File: config.mk
export PLATFORM = sky130hd
export DESIGN_NAME = fft_butterfly_stage
export DESIGN_NICKNAME = d
export VERILOG_FILES = /design/src/rtl/fft_pkg.sv /design/src/rtl/fft_sat_scale.sv /design/src/rtl/fft_butterfly_stage.sv
export SDC_FILE = /design/constraint.sdc
export NUM_CORES = 1
export LEC_CHECK = 0
export BUFFER_PORTS_ARGS = -buffer_cell sky130_fd_sc_hd__buf_4
export CAP_MARGIN = 20
export CELL_PAD_IN_SITES_DETAIL_PLACEMENT = 1
export CELL_PAD_IN_SITES_GLOBAL_PLACEMENT = 1
export CORE_MARGIN = 5
export CORE_UTILIZATION = 30
export CTS_BUF_LIST = sky130_fd_sc_hd__clkbuf_8
export DETAILED_ROUTE_END_ITERATION = 8
export PLACE_DENSITY_LB_ADDON = 0.1
export SYNTH_ARGS = -nofsm -noshare
export SYNTH_HDL_FRONTEND = slang
export SYNTH_HIERARCHICAL = 1
export SYNTH_SLANG_ARGS = --single-unit
File: constraint.sdc
create_clock -name i_clk -period 7.1 [get_ports i_clk]
set_input_delay 1.42 -clock i_clk [delete_from_list [all_inputs] [get_ports i_clk]]
set_output_delay 1.42 -clock i_clk [all_outputs]
set_load 0.02 [all_outputs]
File: src/rtl/fft_pkg.sv
// Shared widths, saturation limits and the scale/saturate helper for the FFT datapath.
package fft_pkg;

    localparam int N      = 8;
    localparam int P      = 3;
    localparam int PROD_W = 2 * N - P + 1;
    localparam int SUM_W  = PROD_W + 1;
    localparam int BFLY   = 16;
    localparam int CNT_W  = (BFLY > 1) ? $clog2(BFLY) : 1;

    localparam int SAT_MAX_I = (2 ** (N - 1)) - 1;
    localparam int SAT_MIN_I = -(2 ** (N - 1));

    localparam logic signed [N-1:0]     SAT_MAX = N'(SAT_MAX_I);
    localparam logic signed [N-1:0]     SAT_MIN = N'(SAT_MIN_I);
    localparam logic signed [SUM_W-1:0] SUM_MAX = SUM_W'(SAT_MAX_I);
    localparam logic signed [SUM_W-1:0] SUM_MIN = SUM_W'(SAT_MIN_I);

    typedef struct packed {
        logic [N-1:0] value;
        logic         clip;
    } satResult_t;

    // Optional floor halving, then clamp a full-width sum back to the N-bit sample range.
    function automatic satResult_t scaleSat(input logic signed [SUM_W-1:0] sum,
                                            input logic doScale);
        logic signed [SUM_W-1:0] shifted;
        satResult_t r;
        shifted = doScale ? (sum >>> 1) : sum;
        if (shifted > SUM_MAX) begin
            r.value = SAT_MAX;
            r.clip  = 1'b1;
        end else if (shifted < SUM_MIN) begin
            r.value = SAT_MIN;
            r.clip  = 1'b1;
        end else begin
            r.value = shifted[N-1:0];
            r.clip  = 1'b0;
        end
        return r;
    endfunction

endpackage

File: src/rtl/fft_sat_scale.sv
// One butterfly lane: rescale a registered sum and saturate it to the sample format.
module fft_sat_scale
    import fft_pkg::*;
#(
    parameter bit SCALE = 1'b1
) (
    input  logic signed [SUM_W-1:0] sum,
    output logic signed [N-1:0]     result,
    output logic                    clip
);

    satResult_t r;

    // Purely combinational shift and clamp; the caller registers the result.
    always_comb begin
        r      = scaleSat(sum, SCALE);
        result = r.value;
        clip   = r.clip;
    end

endmodule

File: src/rtl/fft_butterfly_stage.sv
// Two-stage radix-2 DIT butterfly with elastic handshake, butterfly counter and sticky overflow.
module fft_butterfly_stage
    import fft_pkg::*;
#(
    parameter int p_inputWidth    = N,
    parameter int p_PointPosition = P,
    parameter int p_Scale         = 1,
    parameter int p_BflyPerStage  = BFLY
) (
    input  logic                                              i_clk,
    input  logic                                              i_rst,
    input  logic                                              i_valid,
    output logic                                              o_ready,
    input  logic signed [p_inputWidth-1:0]                    i_Ar,
    input  logic signed [p_inputWidth-1:0]                    i_Ai,
    input  logic signed [2*p_inputWidth-p_PointPosition:0]    i_Pr,
    input  logic signed [2*p_inputWidth-p_PointPosition:0]    i_Pi,
    output logic                                              o_valid,
    input  logic                                              i_ready,
    output logic signed [p_inputWidth-1:0]                    o_Xr,
    output logic signed [p_inputWidth-1:0]                    o_Xi,
    output logic signed [p_inputWidth-1:0]                    o_Yr,
    output logic signed [p_inputWidth-1:0]                    o_Yi,
    output logic                                              o_last,
    output logic                                              o_ovf,
    input  logic                                              i_ovfClr
);

    localparam int W  = 2 * p_inputWidth - p_PointPosition + 1;
    localparam int CW = (p_BflyPerStage > 1) ? $clog2(p_BflyPerStage) : 1;
    localparam logic [CW-1:0] LAST_IDX = CW'(p_BflyPerStage - 1);

    logic signed [W:0] arExt, aiExt, prExt, piExt;
    logic signed [W:0] sumXr, sumXi, sumYr, sumYi;
    logic signed [W:0] s1Xr, s1Xi, s1Yr, s1Yi;
    logic              s1Valid;
    logic              s1Load, s2Load;
    logic signed [p_inputWidth-1:0] satXr, satXi, satYr, satYi;
    logic              clipXr, clipXi, clipYr, clipYi, anyClip;
    logic [CW-1:0]     bflyCnt;

    // Handshake: each stage advances when it is empty or its consumer is taking its beat.
    always_comb begin
        s2Load  = !o_valid || i_ready;
        s1Load  = !s1Valid || s2Load;
        o_ready = s1Load;
    end

    // Sign-extend A to the product width (binary points already aligned) and form the four sums.
    always_comb begin
        arExt = {{(W + 1 - p_inputWidth){i_Ar[p_inputWidth-1]}}, i_Ar};
        aiExt = {{(W + 1 - p_inputWidth){i_Ai[p_inputWidth-1]}}, i_Ai};
        prExt = {i_Pr[W-1], i_Pr};
        piExt = {i_Pi[W-1], i_Pi};
        sumXr = arExt + prExt;
        sumXi = aiExt + piExt;
        sumYr = arExt - prExt;
        sumYi = aiExt - piExt;
    end

    // Stage 1 register: full-precision sums plus their valid bit.
    always_ff @(posedge i_clk) begin
        if (i_rst) begin
            s1Valid <= 1'b0;
            s1Xr    <= '0;
            s1Xi    <= '0;
            s1Yr    <= '0;
            s1Yi    <= '0;
        end else if (s1Load) begin
            s1Valid <= i_valid;
            if (i_valid) begin
                s1Xr <= sumXr;
                s1Xi <= sumXi;
                s1Yr <= sumYr;
                s1Yi <= sumYi;
            end
        end
    end

    fft_sat_scale #(.SCALE(p_Scale != 0)) uSatXr (.sum(s1Xr), .result(satXr), .clip(clipXr));
    fft_sat_scale #(.SCALE(p_Scale != 0)) uSatXi (.sum(s1Xi), .result(satXi), .clip(clipXi));
    fft_sat_scale #(.SCALE(p_Scale != 0)) uSatYr (.sum(s1Yr), .result(satYr), .clip(clipYr));
    fft_sat_scale #(.SCALE(p_Scale != 0)) uSatYi (.sum(s1Yi), .result(satYi), .clip(clipYi));

    assign anyClip = clipXr || clipXi || clipYr || clipYi;

    // Stage 2 register: saturated outputs, valid, last marker and the per-stage butterfly index.
    always_ff @(posedge i_clk) begin
        if (i_rst) begin
            o_valid <= 1'b0;
            o_last  <= 1'b0;
            o_Xr    <= '0;
            o_Xi    <= '0;
            o_Yr    <= '0;
            o_Yi    <= '0;
            bflyCnt <= '0;
        end else if (s2Load) begin
            o_valid <= s1Valid;
            o_last  <= s1Valid && (bflyCnt == LAST_IDX);
            if (s1Valid) begin
                o_Xr    <= satXr;
                o_Xi    <= satXi;
                o_Yr    <= satYr;
                o_Yi    <= satYi;
                bflyCnt <= (bflyCnt == LAST_IDX) ? '0 : bflyCnt + 1'b1;
            end
        end
    end

    // Sticky overflow: a clipping beat loaded into stage 2 sets it and beats a simultaneous clear.
    always_ff @(posedge i_clk) begin
        if (i_rst) begin
            o_ovf <= 1'b0;
        end else if (s2Load && s1Valid && anyClip) begin
            o_ovf <= 1'b1;
        end else if (i_ovfClr) begin
            o_ovf <= 1'b0;
        end
    end

endmodule

==> metrics, run 1 <==
vias in the first global route=6202; reg-to-reg endpoint=s1Xr[13]; Die H=162.6 um; Worst EP required=7380 ps; # port buffers=84; grt total ovfl=0; clk slew on worst S/H paths=110 ps; Sequential Area=0.001922 sq mm; first-pass GRT wire length=33840 um; highest-count cells in the layout ignoring fill and taps=nand2_1, dfxtp_1, a21oi_1; RD Place Congestion=0.7938; layout cells sized above 1=14.09%; worst-path fanout max=87; # Post-CTS Setup Buffers=0; buffers and inverters on the worst path=2; DPL Wire Length=15440 um; Clock Tree Root=clkbuf_8; clock sinks=96; clock latency on the worst-skew pair=390 ps; Placed Area=0.007672 sq mm; initial core utilization=30.68%; DRT iter0 DRCs=365; slowest CP cell=clkinv_1; # diodes=0; CP max stage delay=760 ps; routed vias/inst=5.110; Routed Antenna Nets=0; Detailed Routing Iterations Pass 1=7; final setup skew=13.72 ps; critical path, cell by cell=buf_4 -> clkinv_1 -> nand2_1 -> a2111oi_0 -> mux2_1 -> a221o_1; Routed WL=20310 um; hold_buf cts=0; largest net degree at the start of global routing=88; Die Wd=162.6 um; syn_area_per_cell=7.764 sq um; final setup fails=0; RSZ-0062 raised after global routing=false; htree depth=3; critical path launch point type=primary input; Via Count=6387; Slew Limit Fails=0; Min-Delay Path Class=reg2reg; setup_tns=0 ps; Final Power=1496 uW; Clock Tree Buf Depth=2; Crit Reg-Reg Startpoint=o_valid; LEAKAGE=0.003224 uW; CP top delay family=buffers and inverters; post_cts resized=0; CP arrival=4270 ps; nets=1042; fillcell total=2804; Rows=55; total global-route track usage=15.57%; synthesized area=0.006988 sq mm; die area=0.02645 sq mm; Slew @ Worst Pin=1020 ps; total of max-cap violations=0; Avg WL per Cell=16.25 um; Residual DRC=0; Final min period=3992 ps; area of the multi-input gates=0.004484 sq mm; CTS buffer count=9; I/O Pins=85; Synth Warn #=6; HP Start=o_Yi[1]; Layout area overhead=12.55%; Worst slew margin=31.98%; FF-to-FF path depth=7; initial antenna violation count=0; Hold EP=o_Yi[1]; Mapped Nets=1010; commonest non-fill, non-tap cell in the layout=nand2_1; Critical Path End Type=flip-flop; R2R setup slack=4440 ps; core area=0.02278 sq mm; VDD IR max=0.00007894 V; post-route cell area=0.007865 sq mm; CTS tree=built; WS Path Type=in2reg; status=complete, no violations; worst hold path depth=2; Mapped Cells=900; maximum clock rate=250.5 MHz; Period Utilization, post-route=56.23%; Final Hold Viols=0; PwrDens=190.2 mW/mm^2
## where the power goes
| group | leakage [uW] | internal [uW] | total, uW | switching [uW] |
|---|---|---|---|---|
| clock network | 0.000100 | 145 | 365 | 220 |
| logic | 0.00233 | 207 | 490 | 283 |
| registers | 0.000791 | 588 | 641 | 53.1 |
| total | 0.00322 | 940 | 1500 | 557 |
## worst reg2reg max path, stage by stage, from the launching register on
cell and delay, ps:
dfxtp_1 340, nor2b_1 210, a21oi_4 160, buf_4 580, nand2_1 530, a2111oi_0 480, mux2_1 200, a221o_1 90
## metal layers
metal,vias to the layer above,track usage (%),routed length (um)
met5,-,0,0
met2,82,22.53,8348
li1,3281,-,-
met3,6,3.063,668
met1,3018,24.27,11200
met4,0,2.059,87
## per-stage QoR
step / utilization (%) / setup WS, ps / instances / hold slack, ps
5_1_grt: 34.53 / 2897 / 1250 / 486.0
4_1_cts: 34.53 / 3076 / 1250 / 465.5
2_1_floorplan: - / 3794 / 900 / 438.2
3_5_place_dp: 33.68 / 2669 / 1234 / 448.6
3_3_place_gp: 33.68 / 2689 / 1234 / 446.8
6_report: 34.53 / 3108 / 1250 / 460.7
## registers in the layout, indices dropped and copies added, names as in the netlist
| signal | flops |
|---|---|
| s1Xi | 14 |
| s1Xr | 14 |
| s1Yi | 14 |
| s1Yr | 14 |
| o_Xi | 8 |
| o_Xr | 8 |
| o_Yi | 8 |
| o_Yr | 8 |
| bflyCnt | 4 |
| o_last | 1 |
| o_ovf | 1 |
| o_valid | 1 |
| s1Valid | 1 |
## worst max path at each step
| stage | startpoint | endpoint | slack [ps] | cells past startpoint |
|---|---|---|---|---|
| 2_1_floorplan | i_Ar[0] | s1Yr[10] | 3790 | 9 |
| 3_3_place_gp | i_rst | s1Xr[13] | 2690 | 6 |
| 3_5_place_dp | i_rst | s1Xr[13] | 2670 | 6 |
| 4_1_cts | i_rst | s1Xr[13] | 3080 | 6 |
| 5_1_grt | i_rst | s1Xr[13] | 2900 | 6 |
| 6_report | i_rst | s1Xr[13] | 3110 | 6 |
## layout make-up
class                      instances  share of cell area (%)
timing repair buffer              88                   8.400
multi-input combinational        680                   57.02
clock buffer                      10                   1.750
inverter                          57                   2.720
clock inverter                     6                  0.7000
sequential                        96                   24.44
tap                              313                   4.979
Note: power is estimated with default switching activity, not from simulation.
==> run 2, diff against run 1 <==
- clock period: 7.1 -> 4.1 ns (I/O delays scaled with it)
==> run 2 against run 1 <==
Effect of this change: critical path depth is 2 higher; register-to-register slack got worse by 2600 ps; final area is 0.21% higher; non-clock buffer count up 3; via count increased by 1.2%; largest power group unchanged; worst setup slack got worse by 1700 ps; core utilization is 0.071 points higher.
==> metrics, run 2 (synthesis results as in run 1) <==
status=complete, no violations; Worst slew margin=34.63%; Slew @ Worst Pin=978.2 ps; layout cells sized above 1=14.36%; Min-Delay Path Class=reg2reg; Die Wd=162.6 um; # diodes=0; initial antenna violation count=0; Avg WL per Cell=16.82 um; largest net degree at the start of global routing=86; final setup fails=0; Clock Tree Buf Depth=2; Residual DRC=0; # port buffers=84; core area=0.02278 sq mm; Layout area overhead=12.78%; Routed WL=21080 um; Routed Antenna Nets=0; Final Hold Viols=0; CTS tree=built; Die H=162.6 um; clock sinks=96; DRT iter0 DRCs=356; routed vias/inst=5.158; clk slew on worst S/H paths=100 ps; commonest non-fill, non-tap cell in the layout=nand2_1; maximum clock rate=366.1 MHz; highest-count cells in the layout ignoring fill and taps=nand2_1, dfxtp_1, a21oi_1; die area=0.02645 sq mm; Placed Area=0.007695 sq mm; LEAKAGE=0.003236 uW; total of max-cap violations=0; Via Count=6463; Detailed Routing Iterations Pass 1=4; RD Place Congestion=0.8165; clock latency on the worst-skew pair=390 ps; initial core utilization=30.68%; CP arrival=2990 ps; hold_buf cts=0; grt total ovfl=0; nets=1045; Final min period=2732 ps; worst-path fanout max=14; final setup skew=11.11 ps; DPL Wire Length=15920 um; Clock Tree Root=clkbuf_8; setup_tns=0 ps; PwrDens=327.7 mW/mm^2; CTS buffer count=9; I/O Pins=85; post_cts resized=0; VDD IR max=0.0001285 V; Slew Limit Fails=0; total global-route track usage=15.76%; Worst EP required=4360 ps; htree depth=3; first-pass GRT wire length=34090 um; critical path launch point type=primary input; vias in the first global route=6171; RSZ-0062 raised after global routing=false; # Post-CTS Setup Buffers=0; Critical Path End Type=flip-flop; Period Utilization, post-route=66.62%; post-route cell area=0.007881 sq mm; WS Path Type=in2reg; Rows=55
## run 2: cell count changes in the layout (fill, tap and decap cells not counted), sizes merged
cell,before,now
inv,61,60
clkbuf,10,9
buf,88,91
clkinv,2,4
## run 2: worst paths after layout
kind / from / to / slack [ps] / cells after the start
min reg2reg: o_Yi[1] / o_Yi[1] / 460 / 2
max: i_Ar[7] / s1Xr[11] / 1370 / 8
min: o_Yi[1] / o_Yi[1] / 460 / 2
max reg2reg: o_valid / s1Xr[13] / 1820 / 6
## run 2: stage by stage
stage | std cells | hold WS (ps) | power (uW) | setup slack [ps] | util [%]
final | 1253 | 460.8 | 2583 | 1368 | 34.60
after global routing | 1253 | 489.1 | 2764 | 1219 | 34.60
after CTS | 1253 | 465.9 | 2623 | 1374 | 34.60
after detailed placement | 1237 | 449.6 | 1994 | 961.3 | 33.78
after global placement | 1237 | 445.9 | 1992 | 1002 | 33.78
after floorplan | 900 | 438.2 | 1728 | 1394 | -
## run 2: worst max-delay path, cell delays in order
cell and delay, ps:
buf_4 170, ha_1 540, inv_1 150, a221oi_2 300, nand2_1 140, o41ai_1 600, xnor2_1 190, o21ai_1 70
## run 2: metal layers
layer / share of wire (%) / GRT usage [%] / wire length [um]
met1: 54 / 25.08 / 11460
met2: 42 / 22.07 / 8753
met3: 3.5 / 3.063 / 734
met4: 0.62 / 2.364 / 130
met5: 0 / 0 / 0
## run 2: where the power goes
| part | switching (uW) | internal, uW | leakage, uW |
|---|---|---|---|
| clock network | 383 | 235 | 0.0000980 |
| registers | 94.2 | 1020 | 0.000791 |
| logic | 493 | 360 | 0.00235 |
## run 2: cell type report
cell class | instances | area (sq um)
fill | 2778 | 14900
multi-input combinational | 680 | 4484
sequential | 96 | 1922
timing repair buffer | 91 | 683.2
tap | 313 | 391.6
inverter | 57 | 214.0
clock buffer | 9 | 123.9
clock inverter | 7 | 62.56
==> run 3, diff against run 2 <==
- ABC_AREA: unset -> 1
- clock period: 4.1 -> 2.8 ns (I/O delays scaled with it)
==> run 3 against run 2 <==
Effect of this change: clock skew is 2.7 ps higher; cell count is 30% higher; total power is 45% higher; routed wire length is 9.6% higher; final area is 7.3% higher; global-route usage is 0.60 points higher; critical path depth is 5 higher; critical path type unchanged; non-clock buffer count is 1 lower; sequential share of layout area is 1.7 points lower; sequential power is 41% higher.
==> metrics, run 3 <==
status=complete, no violations; Crit Reg-Reg Startpoint=o_valid; Critical path destination=s1Xr[14]; # port buffers=84; Synth Warn #=6; CTS tree=built; hold_buf cts=0; Worst slew margin=43.82%; Slew Limit Fails=0; clk slew on worst S/H paths=100 ps; CTS buffer count=9; gr busiest metal=met2; largest net degree at the start of global routing=103; setup_tns=0 ps; Worst EP required=3080 ps; nets=1402; # diodes=0; Final Power=3758 uW; Rows=58; R2R setup slack=860 ps; maximum clock rate=508.1 MHz; Non-Filler Instances=1627; Critical Path Start=i_Ar[0]; Avg WL per Cell=14.20 um; final setup fails=0; core area=0.02496 sq mm; Die H=168.6 um; VDD IR max=0.0001932 V; Comb pwr share=34.8%; grt total ovfl=0; part of the power in registers=41.8%; Sequential Area=0.001922 sq mm; Clock Tree Root=clkbuf_8; clock sinks=96; Routed Antenna Nets=0; Mapped Cells=1246; total global-route track usage=16.36%; Critical Path End Type=flip-flop; Layout area overhead=12.07%; switching share of power=39.56%; Mapped Nets=1356; worst-path fanout max=3; first-pass GRT wire length=38410 um; DPL Wire Length=18160 um; Via Count=7424; Sw Pwr=1487 uW; area of the multi-input gates=0.004527 sq mm; Period Utilization, post-route=70.29%; vias in the first global route=7371; routed vias/inst=4.563; LEAKAGE=0.004666 uW; critical path launch point type=primary input; # Post-CTS Setup Buffers=0; PwrDens=444.3 mW/mm^2; met3 Resource Use GR=2.709%; die area=0.02843 sq mm; clock latency on the worst-skew pair=390 ps; Clock Tree Buf Depth=2; WS Path Type=in2reg; Die Wd=168.6 um; Slew @ Worst Pin=842.7 ps; Final Hold Viols=0; met2 Use GR=25.40%; I/O Pins=85; RSZ-0062 raised after global routing=false; initial antenna violation count=0; Final min period=1968 ps; commonest non-fill, non-tap cell in the layout=nand2_1; Clock Power Share=23.4%; Min-Delay Path Class=in2reg; global-route met1 utilization=24.52%; syn_area_per_cell=6.057 sq um; RD Place Congestion=0.8255; synthesized area=0.007547 sq mm; total of max-cap violations=0; Pint=2271 uW; highest-count cells in the layout ignoring fill and taps=nand2_1, nor2_1, inv_1; htree depth=3; Routed WL=23100 um; DRT iter0 DRCs=422; Residual DRC=0; initial core utilization=30.23%; fillcell total=3352; CP arrival=2250 ps; post_cts resized=0; reg-to-reg endpoint=s1Xr[5]; FF-to-FF path depth=8; layout cells sized above 1=10.64%; Detailed Routing Iterations Pass 1=4; placed insts=1611; final setup skew=13.86 ps
run 3: cell types whose count changed in the layout (fill, tap and decap cells not counted), sizes merged, moves of 12 or more:
cell,change
nand2,+220
nor2,+166
nand4,-24
xnor2,-20
o21a,-12
a2bb2oi,-28
nand2b,-14
a21oi,-54
nand3,+84
nor2b,-17
a211oi,-14
o21ai,+28
inv,+139
run 3: through the flow:
| stage | setup WS (ps) | util, % | area [sq um] | hold WS [ps] |
|---|---|---|---|---|
| after floorplan | 840.5 | - | 7547 | 454.2 |
| after global placement | 382.1 | 33.16 | 8278 | 457.9 |
| after detailed placement | 421.7 | 33.16 | 8278 | 463.5 |
| after CTS | 835.6 | 33.88 | 8458 | 403.4 |
| after global routing | 697.4 | 33.88 | 8458 | 422.1 |
| final | 832.0 | 33.88 | 8458 | 425.9 |
run 3: layer usage:
layer | vias up | routed length (um)
met3 | 8 | 828
met5 | - | 0
li1 | 3926 | -
met4 | 0 | 99
met1 | 3396 | 12200
met2 | 94 | 9974
run 3: worst min-delay path by stage:
stage / start / endpoint / cells after the start
after floorplan: s1Xr[1] / s1Xr[1] / 2
final: i_ovfClr / o_ovf / 4
after CTS: i_ovfClr / o_ovf / 4
after detailed placement: o_last / o_last / 2
after global placement: o_last / o_last / 2
after global routing: i_ovfClr / o_ovf / 4
run 3: layout make-up:
| cell class | instances | share of cell area (%) |
|---|---|---|
| Clock inverter | 7 | 0.6657 |
| Tap cell | 330 | 4.882 |
| Clock buffer | 9 | 1.464 |
| Timing Repair Buffer | 90 | 7.988 |
| Sequential cell | 96 | 22.72 |
| Inverter | 196 | 8.757 |
| Multi-Input combinational cell | 899 | 53.52 |
run 3: power by group through the flow:
stage / combinational, uW / clock (uW) / sequential, uW
after global routing: 1490 / 986 / 1590
after global placement: 1310 / 0 / 1600
final: 1310 / 880 / 1570
after CTS: 1330 / 933 / 1570
after detailed placement: 1320 / 0 / 1600
after floorplan: 878 / 0 / 1620
run 3: critical path, cell delays in order:
cell and delay [ps]:
buf_4 110, ha_1 240, fa_1 420, nand2_1 90
nand2_1 80, nand3_1 100, nand2_1 150, nand2_1 110
nand3_1 70, nand2_1 60, nand3_1 110, nand2_1 100
inv_1 40
